==> src/rtl/data_mem_ctrl_pkg.sv <==
// Shared definitions for the data-memory access controller.
// Contents:
//   mem_size_e          - access size encoding used on data_rd_wr_ctrl
//   dmc_state_e         - controller FSM states
//   DMC_TIMEOUT_DEFAULT - default memory handshake timeout in cycles
//   dmc_access_illegal  - classifies a core request as illegal
package data_mem_ctrl_pkg;

  typedef enum logic [1:0] {
    MEM_BYTE = 2'b00,
    MEM_HALF = 2'b01,
    MEM_WORD = 2'b10
  } mem_size_e;

  typedef enum logic [1:0] {
    IDLE,
    REQ,
    WAIT_R,
    RESP
  } dmc_state_e;

  localparam int unsigned DMC_TIMEOUT_DEFAULT = 16;

  // A request is illegal when both directions are asked for at once, the
  // size code is reserved, or the address is not naturally aligned.
  function automatic logic dmc_access_illegal(
    input logic       rd_en,
    input logic       wr_en,
    input logic [1:0] size,
    input logic [1:0] offset
  );
    logic bad;
    bad = rd_en && wr_en;
    case (size)
      MEM_BYTE: bad = bad;
      MEM_HALF: bad = bad || offset[0];
      MEM_WORD: bad = bad || (offset != 2'b00);
      default:  bad = 1'b1;
    endcase
    return bad;
  endfunction

endpackage

==> src/rtl/data_mem_ctrl_lane.sv <==
// data_lane_align: combinational byte-lane steering between the core's
// right-justified data and the word-wide, byte-enabled memory.
// Ports:
//   size     - access size (mem_size_e encoding; 2'b11 yields no lanes)
//   offset   - byte offset within the word (address bits [1:0])
//   st_data  - right-justified store data from the core
//   rd_word  - full read word from memory
//   be       - byte enables for the access
//   wdata    - store data replicated across all lanes
//   rd_data  - selected lanes, right-justified and zero-extended
module data_lane_align
  import data_mem_ctrl_pkg::*;
(
  input  logic [1:0]  size,
  input  logic [1:0]  offset,
  input  logic [31:0] st_data,
  input  logic [31:0] rd_word,
  output logic [3:0]  be,
  output logic [31:0] wdata,
  output logic [31:0] rd_data
);

  logic [31:0] rd_shifted;

  always_comb begin
    be         = '0;
    wdata      = st_data;
    rd_data    = '0;
    // Bring the addressed lane down to bit 0 once; each size then just masks.
    rd_shifted = rd_word >> {offset, 3'b000};
    case (size)
      MEM_BYTE: begin
        be      = 4'b0001 << offset;
        wdata   = {4{st_data[7:0]}};
        rd_data = {24'b0, rd_shifted[7:0]};
      end
      MEM_HALF: begin
        be      = 4'b0011 << offset;
        wdata   = {2{st_data[15:0]}};
        rd_data = {16'b0, rd_shifted[15:0]};
      end
      MEM_WORD: begin
        be      = '1;
        wdata   = st_data;
        rd_data = rd_word;
      end
      default: begin
        be      = '0;
        wdata   = st_data;
        rd_data = '0;
      end
    endcase
  end

endmodule

==> src/rtl/data_mem_ctrl.sv <==
// data_mem_ctrl: data-memory access controller between the core data port
// and a word-wide byte-enabled memory. Each core load/store becomes one
// aligned memory transaction; misaligned/illegal accesses and memory
// timeouts complete with data_err instead of touching memory.
// Ports:
//   clk, rst_n, clk_en                     - clock, sync active-low reset, clock enable
//   data_rd_en, data_wr_en                 - core load / store request
//   data_rd_wr_ctrl                        - access size (byte/half/word/illegal)
//   data_addr, data_wr                     - byte address, right-justified store data
//   data_rd, data_ready, data_err          - load data, completion pulse, error flag
//   mem_req, mem_we, mem_be, mem_addr,
//   mem_wdata                              - memory request side
//   mem_gnt, mem_rvalid, mem_rdata         - memory response side
module data_mem_ctrl
  import data_mem_ctrl_pkg::*;
#(
  parameter int unsigned ADDR_W         = 30,
  parameter int unsigned TIMEOUT_CYCLES = DMC_TIMEOUT_DEFAULT
) (
  input  logic              clk,
  input  logic              rst_n,
  input  logic              clk_en,
  input  logic              data_rd_en,
  input  logic              data_wr_en,
  input  logic [1:0]        data_rd_wr_ctrl,
  input  logic [31:0]       data_addr,
  input  logic [31:0]       data_wr,
  output logic [31:0]       data_rd,
  output logic              data_ready,
  output logic              data_err,
  output logic              mem_req,
  output logic              mem_we,
  output logic [3:0]        mem_be,
  output logic [ADDR_W-1:0] mem_addr,
  output logic [31:0]       mem_wdata,
  input  logic              mem_gnt,
  input  logic              mem_rvalid,
  input  logic [31:0]       mem_rdata
);

  localparam int unsigned     CNT_W     = (TIMEOUT_CYCLES < 2) ? 1 : $clog2(TIMEOUT_CYCLES + 1);
  localparam logic [CNT_W-1:0] CNT_LIMIT = CNT_W'(TIMEOUT_CYCLES);
  localparam bit              TO_EN     = (TIMEOUT_CYCLES != 0);

  dmc_state_e        state_q, state_d;
  logic [1:0]        size_q, size_d;
  logic [1:0]        offset_q, offset_d;
  logic              err_q, err_d;
  logic [CNT_W-1:0]  cnt_q, cnt_d, cnt_inc;
  logic              timeout_hit;
  logic              mem_we_q, mem_we_d;
  logic [3:0]        mem_be_q, mem_be_d;
  logic [ADDR_W-1:0] mem_addr_q, mem_addr_d;
  logic [31:0]       mem_wdata_q, mem_wdata_d;
  logic [31:0]       data_rd_q, data_rd_d;

  logic              req_valid;
  logic              req_illegal;
  logic [1:0]        lane_size;
  logic [1:0]        lane_offset;
  logic [3:0]        lane_be;
  logic [31:0]       lane_wdata;
  logic [31:0]       lane_rdata;

  if (ADDR_W < 30) begin : g_addr_hi
    logic unused_addr_hi;
    assign unused_addr_hi = ^data_addr[31:ADDR_W+2];
  end

  assign req_valid   = data_rd_en || data_wr_en;
  assign req_illegal = dmc_access_illegal(data_rd_en, data_wr_en,
                                          data_rd_wr_ctrl, data_addr[1:0]);

  // One aligner serves both directions: in IDLE it steers the incoming
  // store, afterwards it extracts read lanes using the captured size/offset.
  assign lane_size   = (state_q == IDLE) ? data_rd_wr_ctrl : size_q;
  assign lane_offset = (state_q == IDLE) ? data_addr[1:0]  : offset_q;

  data_lane_align u_lane (
    .size    (lane_size),
    .offset  (lane_offset),
    .st_data (data_wr),
    .rd_word (mem_rdata),
    .be      (lane_be),
    .wdata   (lane_wdata),
    .rd_data (lane_rdata)
  );

  assign cnt_inc     = cnt_q + CNT_W'(1);
  assign timeout_hit = TO_EN && (cnt_inc == CNT_LIMIT);

  always_comb begin
    state_d     = state_q;
    size_d      = size_q;
    offset_d    = offset_q;
    err_d       = err_q;
    cnt_d       = cnt_q;
    mem_we_d    = mem_we_q;
    mem_be_d    = mem_be_q;
    mem_addr_d  = mem_addr_q;
    mem_wdata_d = mem_wdata_q;
    data_rd_d   = data_rd_q;

    case (state_q)
      IDLE: begin
        if (req_valid) begin
          if (req_illegal) begin
            state_d = RESP;
            err_d   = 1'b1;
          end else begin
            state_d     = REQ;
            err_d       = 1'b0;
            cnt_d       = '0;
            size_d      = data_rd_wr_ctrl;
            offset_d    = data_addr[1:0];
            mem_we_d    = data_wr_en;
            mem_be_d    = lane_be;
            mem_addr_d  = data_addr[ADDR_W+1:2];
            mem_wdata_d = lane_wdata;
          end
        end
      end
      REQ: begin
        // A grant wins over a timeout landing in the same cycle.
        if (mem_gnt) begin
          state_d = mem_we_q ? RESP : WAIT_R;
          cnt_d   = '0;
        end else if (timeout_hit) begin
          state_d = RESP;
          err_d   = 1'b1;
        end else begin
          cnt_d = cnt_inc;
        end
      end
      WAIT_R: begin
        if (mem_rvalid) begin
          data_rd_d = lane_rdata;
          state_d   = RESP;
        end else if (timeout_hit) begin
          state_d = RESP;
          err_d   = 1'b1;
        end else begin
          cnt_d = cnt_inc;
        end
      end
      RESP: begin
        state_d = IDLE;
        err_d   = 1'b0;
      end
      default: begin
        state_d = IDLE;
        err_d   = 1'b0;
      end
    endcase
  end

  always_ff @(posedge clk) begin
    if (clk_en) begin
      if (!rst_n) begin
        state_q     <= IDLE;
        size_q      <= '0;
        offset_q    <= '0;
        err_q       <= 1'b0;
        cnt_q       <= '0;
        mem_we_q    <= 1'b0;
        mem_be_q    <= '0;
        mem_addr_q  <= '0;
        mem_wdata_q <= '0;
        data_rd_q   <= '0;
      end else begin
        state_q     <= state_d;
        size_q      <= size_d;
        offset_q    <= offset_d;
        err_q       <= err_d;
        cnt_q       <= cnt_d;
        mem_we_q    <= mem_we_d;
        mem_be_q    <= mem_be_d;
        mem_addr_q  <= mem_addr_d;
        mem_wdata_q <= mem_wdata_d;
        data_rd_q   <= data_rd_d;
      end
    end
  end

  assign mem_req    = (state_q == REQ);
  assign data_ready = (state_q == RESP);
  assign data_err   = data_ready && err_q;
  assign mem_we     = mem_we_q;
  assign mem_be     = mem_be_q;
  assign mem_addr   = mem_addr_q;
  assign mem_wdata  = mem_wdata_q;
  assign data_rd    = data_rd_q;

endmodule

==> config.mk <==
export PLATFORM = sky130hd
export DESIGN_NAME = data_mem_ctrl
export DESIGN_NICKNAME = d
export VERILOG_FILES = /design/src/rtl/data_mem_ctrl_pkg.sv /design/src/rtl/data_mem_ctrl_lane.sv /design/src/rtl/data_mem_ctrl.sv
export SDC_FILE = /design/constraint.sdc
export NUM_CORES = 1
export LEC_CHECK = 0
export CELL_PAD_IN_SITES_DETAIL_PLACEMENT = 0
export CELL_PAD_IN_SITES_GLOBAL_PLACEMENT = 1
export CORE_MARGIN = 3
export CORE_UTILIZATION = 30
export DETAILED_ROUTE_END_ITERATION = 8
export HOLD_SLACK_MARGIN = 0.06
export PLACE_DENSITY = 0.79
export SLEW_MARGIN = 20
export SYNTH_ARGS = -nofsm -noshare
export SYNTH_HDL_FRONTEND = slang
export SYNTH_SLANG_ARGS = --single-unit
==> constraint.sdc <==
create_clock -name clk -period 25.7 [get_ports clk]
set_input_delay 7.71 -clock clk [delete_from_list [all_inputs] [get_ports clk]]
set_output_delay 7.71 -clock clk [all_outputs]
set_load 0.01 [all_outputs]
* Word-level counts from Yosys, hierarchy flattened
Index checks and enable logic that the tools add are counted.
Word-level totals: logic and storage cells 91, output and inout bits 102, flip-flop bits (word level) 111
Operators by class: shift-type cells 3, add/sub/neg operators 1, muxes and demuxes 45, equality and inequality tests 18, reduce and logical (&&, ||, !) cells 14
Operators with widths (number):
- two-way mux 32 bit | 5
- one-hot mux 32 bit (3 select lines) | 1
- two-way mux 30 bit | 3
- one-hot mux 32 bit (2 select lines) | 1
- >> shifter 32 x 5 -> 16 bit | 1
- two-way mux 2 bit | 13
- two-way mux 5 bit | 5
- one-hot mux 5 bit (3 select lines) | 1
- two-way mux 4 bit | 3
- inequality test 3 bit (second input constant) | 4
- one-hot mux 4 bit (3 select lines) | 1
- two-way mux 1 bit | 9
- == test 2 bit (second input constant) | 4
- inequality test 2 x 1 -> 1 bit (second input constant) | 4
- one-hot mux 2 bit (4 select lines) | 1
- AND reduction 4 bit | 2
- == test 2 x 1 -> 1 bit (second input constant) | 3
- zero test 2 bit | 3
- adder 5 x 1 -> 5 bit (second input constant) | 1
- == test 5 bit (second input constant) | 1
- AND reduction 5 bit | 1
- inequality test 4 x 1 -> 1 bit (second input constant) | 1
- one-hot mux 1 bit (4 select lines) | 1
- << shifter 1 x 2 -> 4 bit (first input constant) | 1
- 8 further kinds | 11

* Longest topological paths before layout
Gate-level depths: netlist of the first run.
word-level depth 7, gate-level depth with buffers 9, gate-level depth less buffers 6

* Modules after synthesis
A second synthesis of the first run with hierarchy kept.
Second synthesis, totals: cell total of the unflattened synthesis 461, area, all modules 5735.5 um2
Modules (own cells, without submodules):
- data_mem_ctrl | sequential area each 3333.2 um2, area each 4544.4 um2, times used 1, cells each 299
- data_lane_align | sequential area each 0.0 um2, area each 1191.1 um2, times used 1, cells each 162

* Worst setup path before layout of the first run
No wires, ideal clock.
kind input to register, from input port data_rd_wr_ctrl[0], to register mem_addr_q[0] (netlist: mem_addr[0]) (enable), path slack 11.302 ns, data arrival time 13.789 ns, setup time 0.609 ns, cell stages on the path 6, path through inv_1 ha_1 o211a_1 a211oi_1 o211ai_1 a21boi_0
Between the ends: longest elaborated chain between the ends 4, elaborated cells on any way between the ends 6, those cells by class eq/ne: 3; mux: 1; reduce/logical: 2
RTL lines:
- start, declared | RTL line data_mem_ctrl.sv:25 | input logic [1:0] data_rd_wr_ctrl,
- == test 2 bit, or another cell as far along | RTL line data_mem_ctrl_pkg.sv:34 | case (size)
- one-hot mux 1 bit (3 select lines) (*) | RTL line data_mem_ctrl_pkg.sv:34
- inequality test 2 bit (no source line) (*)
- AND reduction 4 bit (no source line) (*)
- end signal, assigned | RTL line data_mem_ctrl.sv:178 | mem_addr_q <= mem_addr_d;
- end, declared | RTL line data_mem_ctrl.sv:53 | logic [ADDR_W-1:0] mem_addr_q, mem_addr_d;
Every way passes the cells marked *; elsewhere a longest branch is shown, timed or not. A chain may end at the register's enable or synchronous reset.

* Worst setup path after layout of the first run
from input port data_rd_wr_ctrl[1], to register offset_q[1] (enable)
Between the ends: longest elaborated chain between the ends 4, elaborated cells on any way between the ends 6, those cells by class eq/ne: 3; mux: 1; reduce/logical: 2
RTL lines:
- == test 2 bit, or another cell as far along | RTL line data_mem_ctrl_pkg.sv:34
- one-hot mux 1 bit (3 select lines) (*) | RTL line data_mem_ctrl_pkg.sv:34
- inequality test 2 bit (no source line) (*)
- AND reduction 4 bit (no source line) (*)
- end signal, assigned | RTL line data_mem_ctrl.sv:173 | offset_q <= offset_d;
- end, declared | RTL line data_mem_ctrl.sv:47 | logic [1:0] offset_q, offset_d;
Marks and branches as above.

==> impl_metrics.csv, run 1 <==
group,metric,value,unit
min_path,min_path_type,"reg -> reg",
placement,portBuffers,206,
floorplan,core-area,0.0174,mm2
critical_path,path_class,"in -> reg",
global_route,grt_pass1_wl,22100,um
critical_path,cp_max_fo,71,
drt,drt_drc_violations_left,0,
final_layout,fin_nets,727,
drt,firstDrtPassIters,5,
placement,place_hpwl,10200,um
drt,via_per_inst,4.78,
critical_path,crit_start,"data_rd_wr_ctrl[1]",
timing,rsz0062_at_grt,"false",
drt,num_vias,4032,
critical_path,cp_cell_sequence,"clkdlybuf4s50_1, inv_1, ha_1, o211a_1, a211oi_1, o211ai_1, a21boi_4, buf_4",
critical_path,slowest_stage,"buf_4",
floorplan,start_util,30.8,%
floorplan,die_area,0.0195,mm2
synth,synth.most_common_cell,"edfxtp_1",
final_layout,final_core_util,45.9,%
job,cap_violations,0,
power,power.density,57.2,mW/mm2
critical_path,cp-start-kind,"input port",
final_layout,n_antenna_cell,0,
critical_path,critical-path-max-stage-delay,0.69,ns
timing,skew,0.00569,ns
clock_tree,clockRootBuffer,"clkbuf_16",
min_path,whs_path_depth,2,
synth,syn_area,0.00534,mm2
drt,detail_route.iter0.violations,130,
timing,drv_slew,0,
status,outcome,"finished, final reports clean",
critical_path,r2r_start,"state_q[1]",
timing,slew_headroom,37.9,%
timing,finalSetupViolations,0,
floorplan,row_count,48,
synth,yosysWarnings,0,
synth,synth_cell_type_count,48,
critical_path,critPathArrivalTime,10.42,ns
clock_tree,cts_tree,"done",
synth,yosys.area.top_type_share,62.4,%
synth,synth_commonest_cells,"edfxtp_1, and2_1, nand2_1",
synth,synth_flop_cell,"edfxtp_1",
min_path,hp-start,"err_q",
final_layout,layout-drive-gt1-share,6.14,%
drt,wl_per_cell,16.6,um
timing,period_needed,10.44,ns
power,vdd_ir_drop_max,0.0324,mV
clock_tree,hold_buffers,0,
critical_path,endpoint_kind,"register",
clock_tree,cts_resized,0,
synth,syn_avg_cell_area,12.9,um2
timing,hold_viol,0,
global_route,grt_max_degree,83,
synth,synth-seq-area-share,62.4,%
global_route,first_global_vias,4148,
synth,synth_edf_count,111,
floorplan,die_h,139,um
timing,max_freq,0.0958,GHz
timing,tightestPinTransition,0.931,ns
clock_tree,post_cts_buffers,0,
final_layout,area_growth_syn_to_layout,49.0,%
timing,tns,0,ns
global_route,overflow,0,
synth,synthTopCellsByArea,"edfxtp_1, and2_1, mux2i_1",
clock_tree,clockBufferDepth,2,
synth,yosys.area.top_type,"edfxtp_1",
placement,place.gp.congestion,0.793,
global_route,antenna_found_initial,0,
power,leakagePower,2.93,nW
critical_path,required,25.68,ns
clock_tree,path_clk_slew,0.07,ns
floorplan,die_w,139,um
global_route,grtUsageTotal,14.3,%
clock_tree,clk_latency,0.35,ns
clock_tree,h-tree-depth,3,
drt,ant_nets,0,
critical_path,rr_worst_depth,7,
timing,period_share,40.6,%
floorplan,ios,207,
synth,async_reset_ff_share,0,%
clock_tree,cts-buffers-inserted,9,
synth,synth_fp_nets,526,
drt,wirelength,14000,um
synth,synth_cells,413,
clock_tree,clock-sinks,111,
synth,yosys_register_bits,111,
kinds of logic after synthesis:
| family | synth area share (%) |
|---|---|
| adder cells (fa/ha/maj) | 1.87 |
| buffers and inverters | 2.88 |
| multiplexers | 4.31 |
| AO/OA/AOI/OAI | 12.1 |
| AND/OR/NAND/NOR | 16.5 |
| flip-flops | 62.4 |
final cells by class:
| type | instances | area [um2] |
|---|---|---|
| Multi-Input combinational cell | 273 | 1900 |
| Timing Repair Buffer | 211 | 2110 |
| Clock buffer | 9 | 225 |
| Inverter | 8 | 30.0 |
| Fill cell | 1549 | 9400 |
| Tap cell | 225 | 282 |
| Sequential cell | 111 | 3330 |
| Clock inverter | 7 | 81.3 |
flip-flops by register name (all words and copies together), names as in the netlist, 2 cells and up:
signal	count
mem_wdata	32
mem_be	4
size_q	2
data_rd	32
state_q	2
mem_addr	30
cnt_q	5
offset_q	2
critical path, delay by kind of cell:
| family | cells | cell delay [ns] |
|---|---|---|
| compound gates | 4 | 0.89 |
| fa+ha+maj | 1 | 0.30 |
| buf+inv | 3 | 1.43 |
through the flow:
step | instances | setup WS (ns) | power (mW) | hold WS (ns) | cell area [um2]
global placement | 827 | 14.98 | 0.314 | 0.661 | 7630
global route | 844 | 15.07 | 0.476 | 0.719 | 7960
detailed placement | 827 | 14.88 | 0.316 | 0.669 | 7630
CTS | 843 | 15.26 | 0.460 | 0.686 | 7930
finish | 844 | 15.26 | 0.455 | 0.685 | 7960
floorplan | 413 | 11.30 | 0.268 | 0.584 | 5340
layout by cell type (no fill, tap or decap), drive strengths merged, types with 6 or more instances in the layout:
| cell | synthesis | layout |
|---|---|---|
| o21ai | 10 | 10 |
| a222oi | 8 | 8 |
| clkdlybuf4s50 | 0 | 205 |
| nand2 | 46 | 46 |
| inv | 8 | 10 |
| and2 | 62 | 62 |
| nor3 | 10 | 10 |
| mux2i | 20 | 20 |
| edfxtp | 111 | 111 |
| nand3 | 13 | 13 |
| a21oi | 15 | 15 |
| clkbuf | 10 | 9 |
| o211a | 9 | 9 |
| buf | 11 | 6 |
| a221o | 8 | 8 |
| nor2b | 10 | 10 |
| ha | 8 | 8 |
| nor2 | 13 | 13 |
| a21boi | 11 | 11 |
per-layer routing:
layer,track usage (%),part of all wire [%],wire (um),vias up
met3,6.12,10,1440,8
met2,24.2,49,6880,174
li1,-,-,-,1937
met5,0,0,0,-
met1,16.7,40,5590,1913
met4,3.66,0.89,125,0
power by group:
group	internal, mW	leakage [nW]	total (mW)	switching [mW]
registers	0.214	1.08	0.219	0.00459
logic	0.0483	1.70	0.0921	0.0439
clock network	0.0771	0.147	0.144	0.0673
path summary, 6_finish.rpt:
| check | to | slack [ns] |
|---|---|---|
| worst max-delay path | offset_q[1] | 15.26 |
| worst min-delay path | err_q | 0.68 |
| worst min register to register | err_q | 0.68 |
| worst max register to register | data_rd[2] | 22.54 |
(Power assumes the default switching activity.)
==> inputs of run 2 (changes only) <==
PLACE_DENSITY = 0.82   (was 0.79)
clock period = 8.8 ns   (was 25.7 ns; I/O delays follow)
==> run 2 against run 1 <==
Compared with the run above: die area is the same; critical path depth is the same; utilization shrank 0.18 points; worst setup slack lost 12 ns; routed wire length grew 4.1%; largest power group unchanged; power grew to 2.9 times the previous value; highest routed layer unchanged; first-iteration DRC count grew 47%.
==> impl_metrics.csv, run 2 (synthesis gave the netlist of run 1 again) <==
group,metric,value,unit
global_route,overflow,0,
clock_tree,cts_tree,"done",
drt,wl_per_cell,17.3,um
critical_path,critPathArrivalTime,5.77,ns
placement,place_hpwl,10600,um
clock_tree,hold_buffers,0,
drt,detail_route.iter0.violations,191,
drt,ant_nets,0,
critical_path,cp-start-kind,"input port",
clock_tree,cts-buffers-inserted,9,
global_route,antenna_found_initial,0,
power,vdd_ir_drop_max,0.0966,mV
timing,rsz0062_at_grt,"false",
final_layout,layout-drive-gt1-share,5.99,%
floorplan,row_count,48,
critical_path,cp_max_fo,45,
timing,hold_viol,0,
clock_tree,post_cts_buffers,0,
placement,place.gp.congestion,0.812,
floorplan,die_w,139,um
final_layout,fin_nets,726,
final_layout,final_core_util,45.7,%
timing,period_needed,5.78,ns
drt,num_vias,3999,
final_layout,mostFrequentLayoutCells,"clkdlybuf4s50_1, edfxtp_1, and2_1",
power,fin_total_pwr,1.32,mW
critical_path,critical-path-max-stage-delay,0.76,ns
critical_path,reg2reg_slack,5.38,ns
clock_tree,clk_latency,0.35,ns
floorplan,die_area,0.0195,mm2
timing,drv_slew,0,
floorplan,die_h,139,um
job,cap_violations,0,
drt,via_per_inst,4.74,
floorplan,start_util,30.8,%
final_layout,nFillCells,1540,
timing,tightestPinTransition,1.03,ns
power,power.density,167,mW/mm2
clock_tree,clock-sinks,111,
drt,wirelength,14600,um
global_route,grt_max_degree,82,
floorplan,ios,207,
min_path,min_path_type,"reg -> reg",
clock_tree,clockBufferDepth,2,
power,leakagePower,2.92,nW
timing,max_freq,0.173,GHz
clock_tree,cts_resized,0,
critical_path,rr_worst_depth,5,
timing,skew,0.00982,ns
global_route,grt_pass1_wl,23200,um
drt,drt_drc_violations_left,0,
critical_path,endpoint_kind,"register",
global_route,grtUsageTotal,15.1,%
timing,slew_headroom,31.2,%
timing,tns,0,ns
final_layout,area_growth_syn_to_layout,48.4,%
clock_tree,clockRootBuffer,"clkbuf_16",
floorplan,core-area,0.0174,mm2
final_layout,final_common_cell,"clkdlybuf4s50_1",
final_layout,seqCellArea,0.00333,mm2
timing,period_share,65.7,%
final_layout,n_antenna_cell,0,
global_route,first_global_vias,4170,
critical_path,path_class,"in -> reg",
clock_tree,h-tree-depth,3,
critical_path,slowest_stage,"a21boi_4",
min_path,whs_path_depth,2,
critical_path,required,8.78,ns
clock_tree,path_clk_slew,0.07,ns
timing,finalSetupViolations,0,
drt,firstDrtPassIters,6,
final_layout,multi_input_area,0.00190,mm2
critical_path,cp_cell_sequence,"clkdlybuf4s50_1, inv_1, ha_1, o211a_1, a211oi_1, o211ai_1, a21boi_4, buf_4",
status,outcome,"finished, final reports clean",
placement,portBuffers,206,
run 2: final cells by class:
cell class | instances | share of cell area [%]
multi-input combinational | 273 | 23.9
sequential | 111 | 42.0
inverter | 8 | 0.379
clock buffer | 9 | 2.84
clock inverter | 7 | 0.978
tap | 225 | 3.55
timing repair buffer | 210 | 26.3
run 2: final timing paths:
check | startpoint | end
worst min-delay path | cnt_q[4] | cnt_q[4]
worst min register to register | cnt_q[4] | cnt_q[4]
worst max register to register | state_q[0] | mem_be[1]
worst max-delay path | data_rd_wr_ctrl[1] | mem_be[1]
run 2: worst max-delay path, delay by kind of cell:
family	cells	cell delay (ns)
adder cells (fa/ha/maj)	1	0.30
buffers and inverters	3	1.34
AO/OA/AOI/OAI	4	1.45
run 2: report_power, final:
| part | internal [mW] | total [mW] | switching (mW) |
|---|---|---|---|
| Combinational | 0.139 | 0.269 | 0.130 |
| Sequential | 0.625 | 0.638 | 0.0132 |
| Clock | 0.225 | 0.416 | 0.192 |
| Total | 0.989 | 1.32 | 0.335 |
run 2: metrics by stage:
stage / cell area (um2) / setup WS (ns) / instances / hold WS, ns
floorplan: 5340 / 1.34 / 413 / 0.584
detailed placement: 7630 / 2.58 / 827 / 0.675
finish: 7930 / 3.02 / 843 / 0.692
CTS: 7930 / 2.97 / 843 / 0.694
global route: 7930 / 2.76 / 843 / 0.736
global placement: 7630 / 2.76 / 827 / 0.658
run 2: layer usage:
metal | share of wire [%] | global-route usage (%)
met3 | 8.6 | 5.46
met1 | 42 | 18.8
met4 | 1.0 | 3.45
met2 | 48 | 25.1
met5 | 0 | 0
==> inputs of run 3 (changes only) <==
PLACE_DENSITY = 0.79   (was 0.82)
clock period = 5.5 ns   (was 8.8 ns; I/O delays follow)
==> run 3 against run 2 <==
Compared with the run above: clock skew grew 0.0028 ns; global-route usage fell by 0.25 points; die area stayed put; clock power increased by 47%; clock-buffer cell count did not move; largest cell class unchanged; largest power group unchanged.
==> impl_metrics.csv, run 3 (synthesis gave the netlist of run 1 again) <==
group,metric,value,unit
final_layout,multi_input_area,0.00190,mm2
floorplan,row_count,48,
final_layout,mostFrequentLayoutCells,"clkdlybuf4s50_1, edfxtp_1, and2_1",
clock_tree,clock-sinks,111,
job,cap_violations,0,
power,power.density,260,mW/mm2
floorplan,core-area,0.0174,mm2
clock_tree,post_cts_buffers,0,
clock_tree,path_clk_slew,0.07,ns
critical_path,rr_worst_depth,6,
global_route,overflow,0,
critical_path,required,5.48,ns
final_layout,final_cell_area,0.00795,mm2
power,fin_total_pwr,2.07,mW
critical_path,critical-path-max-stage-delay,0.64,ns
floorplan,die_area,0.0195,mm2
timing,period_needed,4.12,ns
critical_path,cp_max_fo,42,
final_layout,fin_nets,730,
floorplan,start_util,30.8,%
min_path,min_path_type,"reg -> reg",
critical_path,cp-start-kind,"input port",
global_route,grt_pass1_wl,22800,um
critical_path,endpoint_kind,"register",
drt,num_vias,4056,
clock_tree,h-tree-depth,3,
global_route,first_global_vias,4242,
timing,finalSetupViolations,0,
timing,tightestPinTransition,1.02,ns
final_layout,nFillCells,1573,
timing,period_share,75.0,%
clock_tree,cts-buffers-inserted,9,
drt,firstDrtPassIters,4,
timing,slew_headroom,30.6,%
global_route,grtUsageTotal,14.8,%
status,outcome,"finished, final reports clean",
critical_path,slowest_stage,"clkdlybuf4s50_1",
clock_tree,cts_resized,0,
placement,place.gp.congestion,0.804,
clock_tree,clockRootBuffer,"clkbuf_16",
critical_path,critPathArrivalTime,4.11,ns
timing,tns,0,ns
drt,wirelength,14600,um
drt,detail_route.iter0.violations,203,
final_layout,layout-drive-gt1-share,6.43,%
final_layout,n_antenna_cell,0,
power,vdd_ir_drop_max,0.132,mV
floorplan,die_w,139,um
critical_path,cp_cell_sequence,"clkdlybuf4s50_1, inv_1, ha_1, o211a_1, a211oi_1, o211ai_1, a21boi_4, buf_4",
floorplan,ios,207,
global_route,antenna_found_initial,1,
placement,dpl_cell_area,0.00765,mm2
placement,portBuffers,206,
timing,hold_viol,0,
final_layout,seqCellArea,0.00333,mm2
drt,wl_per_cell,17.2,um
clock_tree,cts_tree,"done",
timing,drv_slew,0,
global_route,grt_max_degree,49,
power,leakagePower,2.93,nW
timing,max_freq,0.242,GHz
floorplan,die_h,139,um
drt,ant_nets,0,
clock_tree,hold_buffers,0,
timing,rsz0062_at_grt,"false",
critical_path,path_class,"in -> reg",
clock_tree,clk_latency,0.35,ns
min_path,whs_path_depth,2,
final_layout,final_common_cell,"clkdlybuf4s50_1",
placement,place_hpwl,10700,um
drt,drt_drc_violations_left,0,
final_layout,area_growth_syn_to_layout,48.7,%
timing,skew,0.0126,ns
drt,via_per_inst,4.79,
clock_tree,clockBufferDepth,2,
## run 3: cell types whose count changed in the layout (fill, tap and decap cells not counted)
cell and delta:
buf_4 +3, buf_16 +1, clkinv_1 +1, clkinvlp_4 +1, inv_6 -2, bufinv_16 -1, clkinv_2 +1
## run 3: metrics by stage
| step | setup slack, ns | hold WS, ns | utilization (%) | cells |
|---|---|---|---|---|
| after floorplan | 0.535 | 0.584 | - | 413 |
| final | 1.38 | 0.696 | 45.8 | 847 |
| after detailed placement | 0.994 | 0.667 | 44.1 | 830 |
| after global placement | 1.10 | 0.645 | 44.1 | 830 |
| after CTS | 1.37 | 0.688 | 45.6 | 846 |
| after global routing | 1.23 | 0.738 | 45.8 | 847 |
## run 3: routing by layer
metal | global-route usage, % | wire [um]
met5 | 0 | 13
met4 | 3.60 | 192
met3 | 5.57 | 1330
met2 | 25.6 | 7280
met1 | 17.5 | 5780
## run 3: worst paths after layout
path                                    startpoint          end  slack, ns
worst max-delay path            data_rd_wr_ctrl[1]  offset_q[0]       1.38
worst min-delay path                    state_q[0]   state_q[0]       0.70
worst max register to register          state_q[1]   data_rd[5]       2.25
worst min register to register          state_q[0]   state_q[0]       0.70
## run 3: worst max-delay path: cells and delay by family
kind	cells	cell delay, ns
AO/OA/AOI/OAI	4	0.90
adder cells (fa/ha/maj)	1	0.30
buffers and inverters	3	1.23
## run 3: layout make-up
class	count	share of cell area, %
Tap cell	225	3.54
Clock inverter	7	0.582
Inverter	8	0.378
Timing Repair Buffer	214	26.9
Sequential cell	111	41.9
Multi-Input combinational cell	273	23.8
Clock buffer	9	2.83
## run 3: power breakdown
group          internal [mW]  switching, mW  leakage [nW]
combinational          0.228          0.208          1.72
clock                  0.308          0.305         0.131
sequential              1.00         0.0213          1.08
total                   1.54          0.534          2.93
